### src/rtl/melody_sequencer.sv
// Multi-melody square-wave tone sequencer for a piezo buzzer pin.
// A trigger selects a melody; each note plays a table-driven half-period for NOTE_CYC cycles.
module melody_sequencer #(
  parameter int NUM_MEL  = 2,
  parameter int NOTES    = 4,
  parameter int HP_W     = 18,
  parameter int DUR_W    = 23,
  parameter int NOTE_CYC = 7_000_000,
  parameter int RETRIG   = 0,
  localparam int MEL_W   = (NUM_MEL > 1) ? $clog2(NUM_MEL) : 1,
  localparam int NI_W    = (NOTES > 1) ? $clog2(NOTES) : 1
) (
  input  logic                          clk_i,
  input  logic                          reset_n_i,
  input  logic [NUM_MEL-1:0]            trig_i,
  input  logic                          abort_i,
  input  logic                          loop_en_i,
  input  logic [NUM_MEL*NOTES*HP_W-1:0] hp_tbl_i,
  output logic                          buzzer_o,
  output logic                          busy_o,
  output logic                          done_o,
  output logic [MEL_W-1:0]              mel_id_o,
  output logic [NI_W-1:0]               note_idx_o
);

  // state  | meaning
  // S_IDLE | silent, waiting for a trigger
  // S_PLAY | stepping through the notes of mel_id
  typedef enum logic {S_IDLE = 1'b0, S_PLAY = 1'b1} state_t;

  state_t            state_q, state_d;
  logic              buzzer_q, buzzer_d;
  logic              done_q, done_d;
  logic [MEL_W-1:0]  mel_id_q, mel_id_d;
  logic [NI_W-1:0]   note_idx_q, note_idx_d;
  logic [HP_W-1:0]   freq_cnt_q, freq_cnt_d;
  logic [DUR_W-1:0]  dur_cnt_q, dur_cnt_d;

  logic              any_trig;
  logic [MEL_W-1:0]  trig_idx;
  logic [HP_W-1:0]   hp_cur;
  logic              dur_end;
  logic              note_last;
  logic              freq_hit;
  logic              retrig_hit;

  // Scan downward so the lowest set trigger index is the one left standing.
  always_comb begin
    trig_idx = '0;
    for (int i = NUM_MEL - 1; i >= 0; i--) begin
      if (trig_i[i]) trig_idx = MEL_W'(i);
    end
  end

  assign any_trig   = |trig_i;
  assign hp_cur     = hp_tbl_i[(int'(mel_id_q) * NOTES + int'(note_idx_q)) * HP_W +: HP_W];
  assign dur_end    = (dur_cnt_q == DUR_W'(NOTE_CYC - 1));
  assign note_last  = (note_idx_q == NI_W'(NOTES - 1));
  assign freq_hit   = (freq_cnt_q == hp_cur - HP_W'(1));
  assign retrig_hit = (RETRIG != 0) && any_trig;

  always_ff @(posedge clk_i or negedge reset_n_i) begin
    if (!reset_n_i) begin
      state_q    <= S_IDLE;
      buzzer_q   <= 1'b0;
      done_q     <= 1'b0;
      mel_id_q   <= '0;
      note_idx_q <= '0;
      freq_cnt_q <= '0;
      dur_cnt_q  <= '0;
    end else begin
      state_q    <= state_d;
      buzzer_q   <= buzzer_d;
      done_q     <= done_d;
      mel_id_q   <= mel_id_d;
      note_idx_q <= note_idx_d;
      freq_cnt_q <= freq_cnt_d;
      dur_cnt_q  <= dur_cnt_d;
    end
  end

  always_comb begin
    state_d = state_q;
    case (state_q)
      S_IDLE: begin
        if (any_trig && !abort_i) state_d = S_PLAY;
      end
      S_PLAY: begin
        if (abort_i) begin
          state_d = S_IDLE;
        end else if (retrig_hit) begin
          state_d = S_PLAY;
        end else if (dur_end && note_last && !loop_en_i) begin
          state_d = S_IDLE;
        end
      end
      default: state_d = S_IDLE;
    endcase
  end

  always_comb begin
    buzzer_d   = buzzer_q;
    done_d     = 1'b0;
    mel_id_d   = mel_id_q;
    note_idx_d = note_idx_q;
    freq_cnt_d = freq_cnt_q;
    dur_cnt_d  = dur_cnt_q;
    case (state_q)
      S_IDLE: begin
        buzzer_d = 1'b0;
        if (any_trig && !abort_i) begin
          mel_id_d   = trig_idx;
          note_idx_d = '0;
          freq_cnt_d = '0;
          dur_cnt_d  = '0;
        end
      end
      S_PLAY: begin
        if (abort_i) begin
          buzzer_d   = 1'b0;
          note_idx_d = '0;
          freq_cnt_d = '0;
          dur_cnt_d  = '0;
        end else if (retrig_hit) begin
          buzzer_d   = 1'b0;
          mel_id_d   = trig_idx;
          note_idx_d = '0;
          freq_cnt_d = '0;
          dur_cnt_d  = '0;
        end else if (dur_end) begin
          // Every note, including a looped note 0, starts from a low buzzer.
          buzzer_d   = 1'b0;
          freq_cnt_d = '0;
          dur_cnt_d  = '0;
          if (!note_last) begin
            note_idx_d = note_idx_q + NI_W'(1);
          end else begin
            note_idx_d = '0;
            done_d     = !loop_en_i;
          end
        end else begin
          dur_cnt_d = dur_cnt_q + DUR_W'(1);
          if (hp_cur == '0) begin
            buzzer_d   = 1'b0;
            freq_cnt_d = '0;
          end else if (freq_hit) begin
            buzzer_d   = !buzzer_q;
            freq_cnt_d = '0;
          end else begin
            freq_cnt_d = freq_cnt_q + HP_W'(1);
          end
        end
      end
      default: begin
        buzzer_d = 1'b0;
      end
    endcase
  end

  assign buzzer_o   = buzzer_q;
  assign busy_o     = (state_q == S_PLAY);
  assign done_o     = done_q;
  assign mel_id_o   = mel_id_q;
  assign note_idx_o = note_idx_q;

endmodule

### config.mk
export PLATFORM = sky130hd
export DESIGN_NAME = melody_sequencer
export DESIGN_NICKNAME = d
export VERILOG_FILES = /design/src/rtl/melody_sequencer.sv
export SDC_FILE = /design/constraint.sdc
export NUM_CORES = 1
export LEC_CHECK = 0
export CAP_MARGIN = 20
export CORE_MARGIN = 3
export CORE_UTILIZATION = 46
export DETAILED_ROUTE_END_ITERATION = 6
export GPL_TIMING_DRIVEN = 0
export PLACE_DENSITY = 0.92
export SKIP_CTS_REPAIR_TIMING = 1
export SLEW_MARGIN = 25
export SYNTH_ARGS = -nofsm -noshare
export SYNTH_HDL_FRONTEND = slang
export SYNTH_SLANG_ARGS = --single-unit
### constraint.sdc
create_clock -name clk_i -period 3.75 [get_ports clk_i]
set_input_delay 0.75 -clock clk_i [delete_from_list [all_inputs] [get_ports clk_i]]
set_output_delay 0.75 -clock clk_i [all_outputs]
set_load 0.05 [all_outputs]
Yosys cells after proc, flatten, opt, wreduce, memory -nomap -nowiden --
Index checks and enable logic that the tools add are counted. W data, S select, Z words.
Cells by class: $add $sub $neg 5, multipliers 1, eq/ne operators 6, shift operators 1, muxes and demuxes 32, bitwise logic cells 1, reduce and logical (&&, ||, !) cells 10
Operators with widths (count):
- $shiftx A144 B10 Y18 | 1
- $mux W18 | 5
- $mux W23 | 3
- $pmux W23 S2 | 1
- $pmux W18 S2 | 1
- $add A23 B1 Y23 const B | 1
- $eq A23 B23 Y1 const B | 1
- $add A18 B1 Y18 const B | 1
- $eq A18 B18 Y1 | 1
- $logic_not A18 Y1 | 1
- $sub A18 B1 Y18 const B | 1
- $mux W1 | 15
- $mul A4 B4 Y8 const B | 1
- $mux W2 | 4
- $ne A5 B2 Y1 const B | 1
- $add A3 B2 Y4 | 1
- $pmux W1 S2 | 2
- $pmux W2 S2 | 1
- $reduce_and A2 Y1 | 2
- $logic_and A1 B1 Y1 | 3
- $logic_not A1 Y1 | 3
- $ne A3 B2 Y1 const B | 1
- $add A2 B1 Y2 const B | 1
- $eq A2 B2 Y1 const B | 1
- other kinds (3) | 3
Word-level totals: flip-flop bits (word level) 47, bits of input ports 150, logic and storage cells 63

Logic depth before layout (Yosys ltp) --
Gate-level depths: netlist (run 1).
depth after elaboration 10, gate-level depth with buffers 14

Worst setup path before layout (run 1) --
Ideal clock, no wire load.
kind reg-to-reg, from register note_idx_q[0] (netlist: note_idx_o[0]), to register freq_cnt_q[6], data arrival time 3.482 ns, slack 0.140 ns, stages on the path, launching flop included 15, path buffers 3, cell sequence dfrtp_1 -> buf_6 -> buf_12 -> mux4_2 -> mux2i_2 -> ha_1 -> inv_1 -> or3b_2 -> o211ai_1 -> a22oi_1 -> a211oi_2 -> nand4_2 -> buf_6 -> a31oi_1 -> o22ai_1
On the way: word-level cells in the longest chain between the ends 10
RTL lines:
- start, declared | RTL line 35 | logic [NI_W-1:0] note_idx_q, note_idx_d;
- start signal, assigned | RTL line 76 | note_idx_q <= note_idx_d;
- $add A3 B2 Y4 (*) | RTL line 56 | assign hp_cur = hp_tbl_i[(int'(mel_id_q) * NOTES + int'(note_idx_q)) * HP_W +: HP_W];
- $mul A4 B4 Y8 (*) | RTL line 56
- $shiftx A144 B10 Y18 (*) | RTL line 56
- $sub A18 B1 Y18 | RTL line 59 | assign freq_hit = (freq_cnt_q == hp_cur - HP_W'(1));
- $eq A18 B18 Y1 | RTL line 59
- $mux W18 | RTL line 146 | end else if (freq_hit) begin
- $mux W18 (*) | RTL line 143 | if (hp_cur == '0) begin
- $mux W18 (*) | RTL line 130 | end else if (dur_end) begin
- $mux W18 (*) | RTL line 119 | if (abort_i) begin
- $pmux W18 S2 (*) | RTL line 108 | case (state_q)
- end signal, assigned | RTL line 77 | freq_cnt_q <= freq_cnt_d;
- end, declared | RTL line 36 | logic [HP_W-1:0] freq_cnt_q, freq_cnt_d;
Mark *: on every way between the ends. The rest lies on a longest branch, timed or not. A chain may end at the register's enable or synchronous reset.

Worst setup path in the final report (run 1) --
from input hp_tbl_i[64], to register freq_cnt_q[10]
On the way: word-level cells in the longest chain between the ends 8
RTL lines:
- start, declared | RTL line 18 | input logic [NUM_MEL*NOTES*HP_W-1:0] hp_tbl_i,
- $shiftx A144 B10 Y18 (*) | RTL line 56
- $sub A18 B1 Y18 | RTL line 59
- $eq A18 B18 Y1 | RTL line 59
- $mux W18 | RTL line 146
- $mux W18 (*) | RTL line 143
- $mux W18 (*) | RTL line 130
- $mux W18 (*) | RTL line 119
- $pmux W18 S2 (*) | RTL line 108
Marked as above.

==> impl_metrics.csv, run 1 <==
group,metric,value,unit
status,status,"finished with violations",
status,violations,"negative setup slack",
routing,drtAntennaViolNets,0,
cts,clkTransAtPathRegs,0.09,ns
routing,firstDrtPassIters,5,
placed_design,gp_congestion,0.908,
final_layout,final_core_utilization,0.716,
logic_synthesis,synth_ff_type,"dfrtp_1",
logic_synthesis,synthXorXnorAreaFrac,0.0660,
final_layout,area_delta_synth_final,47.5,%
power_and_ir_drop,total_power,1.82,mW
worst_setup_path,crit_chain,"clkdlybuf4s50_1 > mux4_2 > mux2_4 > or4b_4 > nor4_4 > a2111oi_2 > a22oi_2 > nand4_4 > buf_4 > a31oi_1 > mux2i_1",
die,fp.dieW,103,um
logic_synthesis,ys_ff_latch,47,
logic_synthesis,syn-num-nets,592,
power_and_ir_drop,p_sw,0.617,mW
sta,fin_ws,-0.0537,ns
sta,setup_violations,1,
logic_synthesis,synth_simple_gate_area_frac,0.219,
logic_synthesis,synth_top_family_by_area,"multiplexers",
logic_synthesis,ys_types,66,
power_and_ir_drop,seqPwrFrac,0.291,
logic_synthesis,synth_cells,438,
worst_setup_path,crit_type,"input pin to register",
routing,viasPerCell,6.52,
final_layout,fillers,600,
final_layout,final_net_count,765,
sta,fin_crit,3.80,ns
power_and_ir_drop,powerDensity,285,nW/um^2
logic_synthesis,postSynth.asyncResetShare,1.00,
worst_setup_path,critical_path_required,3.95,ns
worst_setup_path,critPathArrivalTime,4.00,ns
routing,drt_iter0_drc,498,
die,dieArea,10600,sq um
final_layout,layout-drive-gt1-share,0.168,
cts,cts.path.max_buffers,2,
power_and_ir_drop,leakagePower,2.39,nW
final_layout,diodes,0,
cts,root_buffer,"clkbuf_8",
routing,avgRoutedWirePerCell,22.6,um
cts,cts_tree,"yes",
logic_synthesis,ys_warn_count,0,
routing,vias,4693,
sta,finalCritPeriodShare,1.01,
logic_synthesis,seq_area_frac_synth,0.271,
placed_design,dp_slack,-0.417,ns
power_and_ir_drop,p_clk_frac,0.221,
worst_setup_path,worst-path-max-fanout,6,
logic_synthesis,muxShareOfSynthArea,0.277,
power_and_ir_drop,swShare,0.339,
grt,antenna_found_initial,0,
grt,grt_max_degree,28,
sta,hold_viol,0,
sta,fmax,0.263,GHz
die,start_util,0.486,
power_and_ir_drop,p_comb_frac,0.488,
cts,cts_buffers,5,
logic_synthesis,synth_compound_area_frac,0.104,
worst_setup_path,setup.worst_path.end_class,"register",
logic_synthesis,synth-edff-count,0,
sta,report.final.slew_viol_count,0,
cts,clock-sinks,47,
grt,grt_pass1_vias,4561,
cts,cts-htree-levels,2,
die,io_pins,156,
die,core-area,8930,sq um
sta,skew,0.00728,ns
routing,remaining_drc_errors,0,
sta,relSlewSlack,0.601,
die,rows,34,
routing,wl,16300,um
min_path,holdCritPathClass,"input pin to async pin",
grt,grt_pass1_wl,23700,um
power_and_ir_drop,intPower,1.20,mW
grt,grt-ovfl-total,0,
worst_setup_path,critPathLaunchType,"input pin",
die,dieHeight,103,um
worst_setup_path,slowest_delay,0.55,ns
sta,tightest_slew,0.594,ns
placed_design,portBuffers,155,
logic_synthesis,synth_adder_area_share,0.0115,
worst_setup_path,critPathSlowestCell,"or4b_4",
grt,track_usage,0.287,
logic_synthesis,syn_area,4340,sq um
cts,worstSkewPairLatency,0.31,ns
run,cap_viol_max_count,0,
power_and_ir_drop,ir_drop,0.224,mV
placed_design,hpwl,12200,um
logic_synthesis,synth_area_per_cell,9.91,sq um
cells by family (layout without fill, tap and decap cells):
| family | after synthesis | in the layout |
|---|---|---|
| AND/OR/NAND/NOR | 174 | 174 |
| AO/OA/AOI/OAI | 67 | 67 |
| adder cells (fa/ha/maj) | 4 | 4 |
| multiplexers | 73 | 73 |
| buffers and inverters | 42 | 216 |
| XOR/XNOR | 31 | 31 |
| flip-flops | 47 | 47 |
critical path, delay by kind of cell:
kind / cells / cell delay [ns]
and+or+nand+nor: 3 / 1.05
AOI/OAI and AO/OA: 3 / 0.57
buffers and inverters: 2 / 0.68
muxes: 3 / 0.94
metrics by stage:
stage | hold slack (ns) | instances | TNS [ns] | cell area, sq um
2_1_floorplan | 0.454 | 438 | 0 | 4340
3_3_place_gp | 0.502 | 701 | -4.37 | 6030
3_5_place_dp | 0.528 | 702 | -7.13 | 6040
4_1_cts | 0.403 | 710 | -3.64 | 6160
5_1_grt | 0.409 | 720 | -1.20 | 6400
6_report | 0.401 | 720 | -0.0537 | 6400
state kept, by name, indices dropped and copies added (netlist names):
| name | count |
|---|---|
| busy_o | 1 |
| dur_cnt_q | 23 |
| buzzer_o | 1 |
| freq_cnt_q | 18 |
| done_o | 1 |
| note_idx_o | 2 |
| mel_id_o | 1 |
synth_stat cells, types with 4 or more instances:
cell type / n / area, sq um
nor3b_1: 4 / 30.0
o21ai_0: 14 / 70.1
a21oi_1: 7 / 35.0
or3_1: 5 / 31.3
mux4_2: 33 / 743
mux2i_1: 29 / 290
a22oi_1: 4 / 30.0
nand3_1: 38 / 190
inv_1: 17 / 63.8
nor3_1: 8 / 40.0
dfrtp_1: 47 / 1180
xor2_1: 15 / 131
nor2_1: 32 / 120
buf_6: 4 / 45.0
and2_1: 5 / 31.3
ha_1: 4 / 50.1
and3_1: 12 / 75.1
nand4_1: 14 / 87.6
mux2i_2: 5 / 68.8
nand2_1: 27 / 101
buf_2: 6 / 30.0
a31oi_1: 17 / 106
clkbuf_1: 10 / 37.5
xnor2_1: 15 / 131
cell type report:
cell class	count	area, sq um	share of cell area
multi-input combinational	349	3080	0.482
clock buffer	6	82.6	0.0129
clock inverter	2	38.8	0.00606
inverter	17	63.8	0.00997
timing repair buffer	166	1650	0.257
buffer	25	171	0.0268
sequential	47	1180	0.184
tap	108	135	0.0211
power by group through the flow:
| stage | Clock [mW] | Combinational [mW] | Sequential [mW] |
|---|---|---|---|
| finish | 0.402 | 0.889 | 0.530 |
| global route | 0.430 | 0.936 | 0.531 |
| CTS | 0.408 | 0.778 | 0.529 |
| detailed placement | 0 | 0.775 | 0.539 |
| global placement | 0 | 0.744 | 0.538 |
| floorplan | 0 | 0.475 | 0.551 |
metal layers:
| layer | vias to the layer above | share of wire | global-route usage |
|---|---|---|---|
| li1 | 2038 | - | - |
| met1 | 2285 | 0.37 | 0.362 |
| met2 | 297 | 0.50 | 0.511 |
| met3 | 73 | 0.084 | 0.0541 |
| met4 | 0 | 0.041 | 0.0637 |
| met5 | - | 0 | 0 |
path summary, 6_finish.rpt:
| check | endpoint | slack, ns | cells after the start | startpoint |
|---|---|---|---|---|
| min reg2reg | freq_cnt_q[16] | 0.54 | 1 | freq_cnt_q[16] |
| max reg2reg | freq_cnt_q[10] | -0.04 | 14 | note_idx_o[0] |
| min | freq_cnt_q[16] | 0.40 | 1 | reset_n_i |
| max | freq_cnt_q[10] | -0.05 | 11 | hp_tbl_i[64] |
| max in group asynchronous | dur_cnt_q[6] | 2.82 | 2 | reset_n_i |
| min in group clk_i | freq_cnt_q[16] | 0.54 | 1 | freq_cnt_q[16] |
layout by cell type (no fill, tap or decap), types with 7 or more instances in the layout:
cell type,instances
nand4_1,14
xor2_1,15
a31oi_1,16
inv_1,17
mux2i_4,8
and3_1,12
nand2_1,26
nor3_1,8
nor2_1,31
clkbuf_1,10
a21oi_1,7
mux4_2,33
nand3_1,38
mux2i_1,24
dfrtp_1,46
o21ai_0,14
xnor2_1,15
clkdlybuf4s50_1,154
buf_4,12
Note: power is estimated with default switching activity, not from simulation.
==> inputs of run 2 (changes only) <==
GPL_ROUTABILITY_DRIVEN = 0   (was not set)
SLEW_MARGIN = 0   (was 25)
==> run 2 against run 1 <==
The flow now finishes without violations. Sequential share of layout area is 0.40 points higher. Clock power is 22% lower. Total power is 7.2% lower. Worst setup slack better by 0.11 ns. Critical path type unchanged. Largest power group unchanged.
==> impl_metrics.csv, run 2 (same netlist as run 1, synthesis figures left out) <==
group,metric,value,unit
status,status,"completed",
power_and_ir_drop,leakagePower,2.33,nW
final_layout,area_delta_synth_final,44.1,%
worst_setup_path,worst-path-max-fanout,10,
routing,viasPerCell,6.32,
grt,use_met1,0.347,
routing,avgRoutedWirePerCell,21.1,um
die,fp.dieW,103,um
min_path,holdCritPathClass,"input pin to async pin",
final_layout,final_net_count,762,
worst_setup_path,r2r-start,"note_idx_o[0]",
sta,fin_ws,0.0609,ns
sta,fin_crit,3.69,ns
sta,relSlewSlack,0.651,
final_layout,layout-drive-gt1-share,0.149,
sta,fin_tns_setup,0,ns
worst_setup_path,r2r_setup_slack,0.10,ns
final_layout,final_common_cell,"clkdlybuf4s50_1",
worst_setup_path,critical_path_required,3.94,ns
cts,clock-sinks,47,
final_layout,diodes,0,
sta,setup_violations,0,
routing,drtAntennaViolNets,0,
routing,remaining_drc_errors,0,
worst_setup_path,worst_r2r_path_depth,13,
worst_setup_path,critPathLaunchType,"input pin",
routing,drt_iter0_drc,345,
sta,whs,0.258,ns
die,dieArea,10600,sq um
die,dieHeight,103,um
placed_design,hpwl,12100,um
sta,report.final.slew_viol_count,0,
cts,clkTransAtPathRegs,0.09,ns
power_and_ir_drop,ir_drop,0.268,mV
grt,grt_pass1_vias,4502,
grt,grtUsageMet3,0.0365,
grt,grt_max_degree,43,
grt,met2_usage,0.496,
final_layout,fin_cells,717,
run,cap_viol_max_count,0,
power_and_ir_drop,powerDensity,270,nW/um^2
cts,cts_tree,"yes",
cts,cts-htree-levels,2,
grt,antenna_found_initial,0,
sta,fmax,0.271,GHz
final_layout,final_cell_mix,"clkdlybuf4s50_1 (154), dfrtp_1 (47), nand3_1 (38), mux4_2 (33), nor2_1 (31)",
cts,cts.path.max_buffers,2,
grt,grt_pass1_wl,22800,um
worst_setup_path,setup.worst_path.end_class,"register",
sta,finalCritPeriodShare,0.984,
final_layout,regMostFlops,"dur_cnt_q",
grt,grt-ovfl-total,0,
grt,top_usage_layer,"met2",
routing,wl,15100,um
placed_design,portBuffers,155,
placed_design,dp_slack,-0.447,ns
sta,hold_viol,0,
grt,track_usage,0.277,
die,core-area,8930,sq um
die,rows,34,
worst_setup_path,crit_type,"input pin to register",
worst_setup_path,critPathArrivalTime,3.87,ns
routing,firstDrtPassIters,5,
placed_design,place_inst,702,
cts,worstSkewPairLatency,0.31,ns
die,start_util,0.486,
worst_setup_path,r2r_end,"freq_cnt_q[11]",
final_layout,largest_reg_flops,23,
sta,tightest_slew,0.511,ns
routing,vias,4532,
sta,skew,0.00877,ns
die,io_pins,156,
cts,cts_buffers,5,
power_and_ir_drop,total_power,1.69,mW
cts,root_buffer,"clkbuf_8",
## run 2: through the flow
stage | utilization | cell area (sq um)
3_5_place_dp | 0.676 | 6040
6_report | 0.700 | 6250
5_1_grt | 0.700 | 6250
2_1_floorplan | - | 4340
3_3_place_gp | 0.675 | 6030
4_1_cts | 0.686 | 6130
## run 2: cell type report
cell class                      instances  area (sq um)
Inverter                               17          63.8
Fill cell                             617          2680
Buffer                                 25           166
Sequential cell                        47          1180
Tap cell                              108           135
Multi-Input combinational cell        349          3010
Clock buffer                            6          72.6
Clock inverter                          2          16.3
Timing Repair Buffer                  163          1620
## run 2: routing by layer
metal | part of all wire | up-vias | routed length (um)
met2 | 0.51 | 258 | 7690
met3 | 0.080 | 38 | 1210
met4 | 0.023 | 0 | 348
met5 | 0 | - | 0
li1 | - | 2025 | -
met1 | 0.39 | 2211 | 5870
## run 2: how the worst max path moves through the flow
| stage | start | slack (ns) | to | cells after the start |
|---|---|---|---|---|
| 3_3_place_gp | hp_tbl_i[59] | -0.27 | freq_cnt_q[2] | 11 |
| 2_1_floorplan | note_idx_o[0] | 0.14 | freq_cnt_q[6] | 14 |
| 3_5_place_dp | hp_tbl_i[59] | -0.45 | freq_cnt_q[11] | 11 |
| 5_1_grt | hp_tbl_i[9] | -0.03 | freq_cnt_q[15] | 11 |
| 6_report | hp_tbl_i[2] | 0.06 | freq_cnt_q[11] | 11 |
| 4_1_cts | mel_id_o | -0.21 | freq_cnt_q[11] | 12 |
## run 2: worst max-delay path: stages
cell             delay [ns]
clkdlybuf4s50_1        0.43
mux4_2                 0.48
mux2i_2                0.39
and4_1                 0.37
nand2_1                0.11
or4_1                  0.41
a22oi_1                0.24
nand4_2                0.21
buf_6                  0.19
a31oi_1                0.19
mux2i_1                0.11
## run 2: power breakdown
| group | total, mW | internal (mW) | leakage (nW) | switching, mW |
|---|---|---|---|---|
| logic | 0.849 | 0.453 | 1.64 | 0.396 |
| registers | 0.529 | 0.515 | 0.649 | 0.0136 |
| clock network | 0.312 | 0.134 | 0.0418 | 0.177 |
| total | 1.69 | 1.10 | 2.33 | 0.587 |
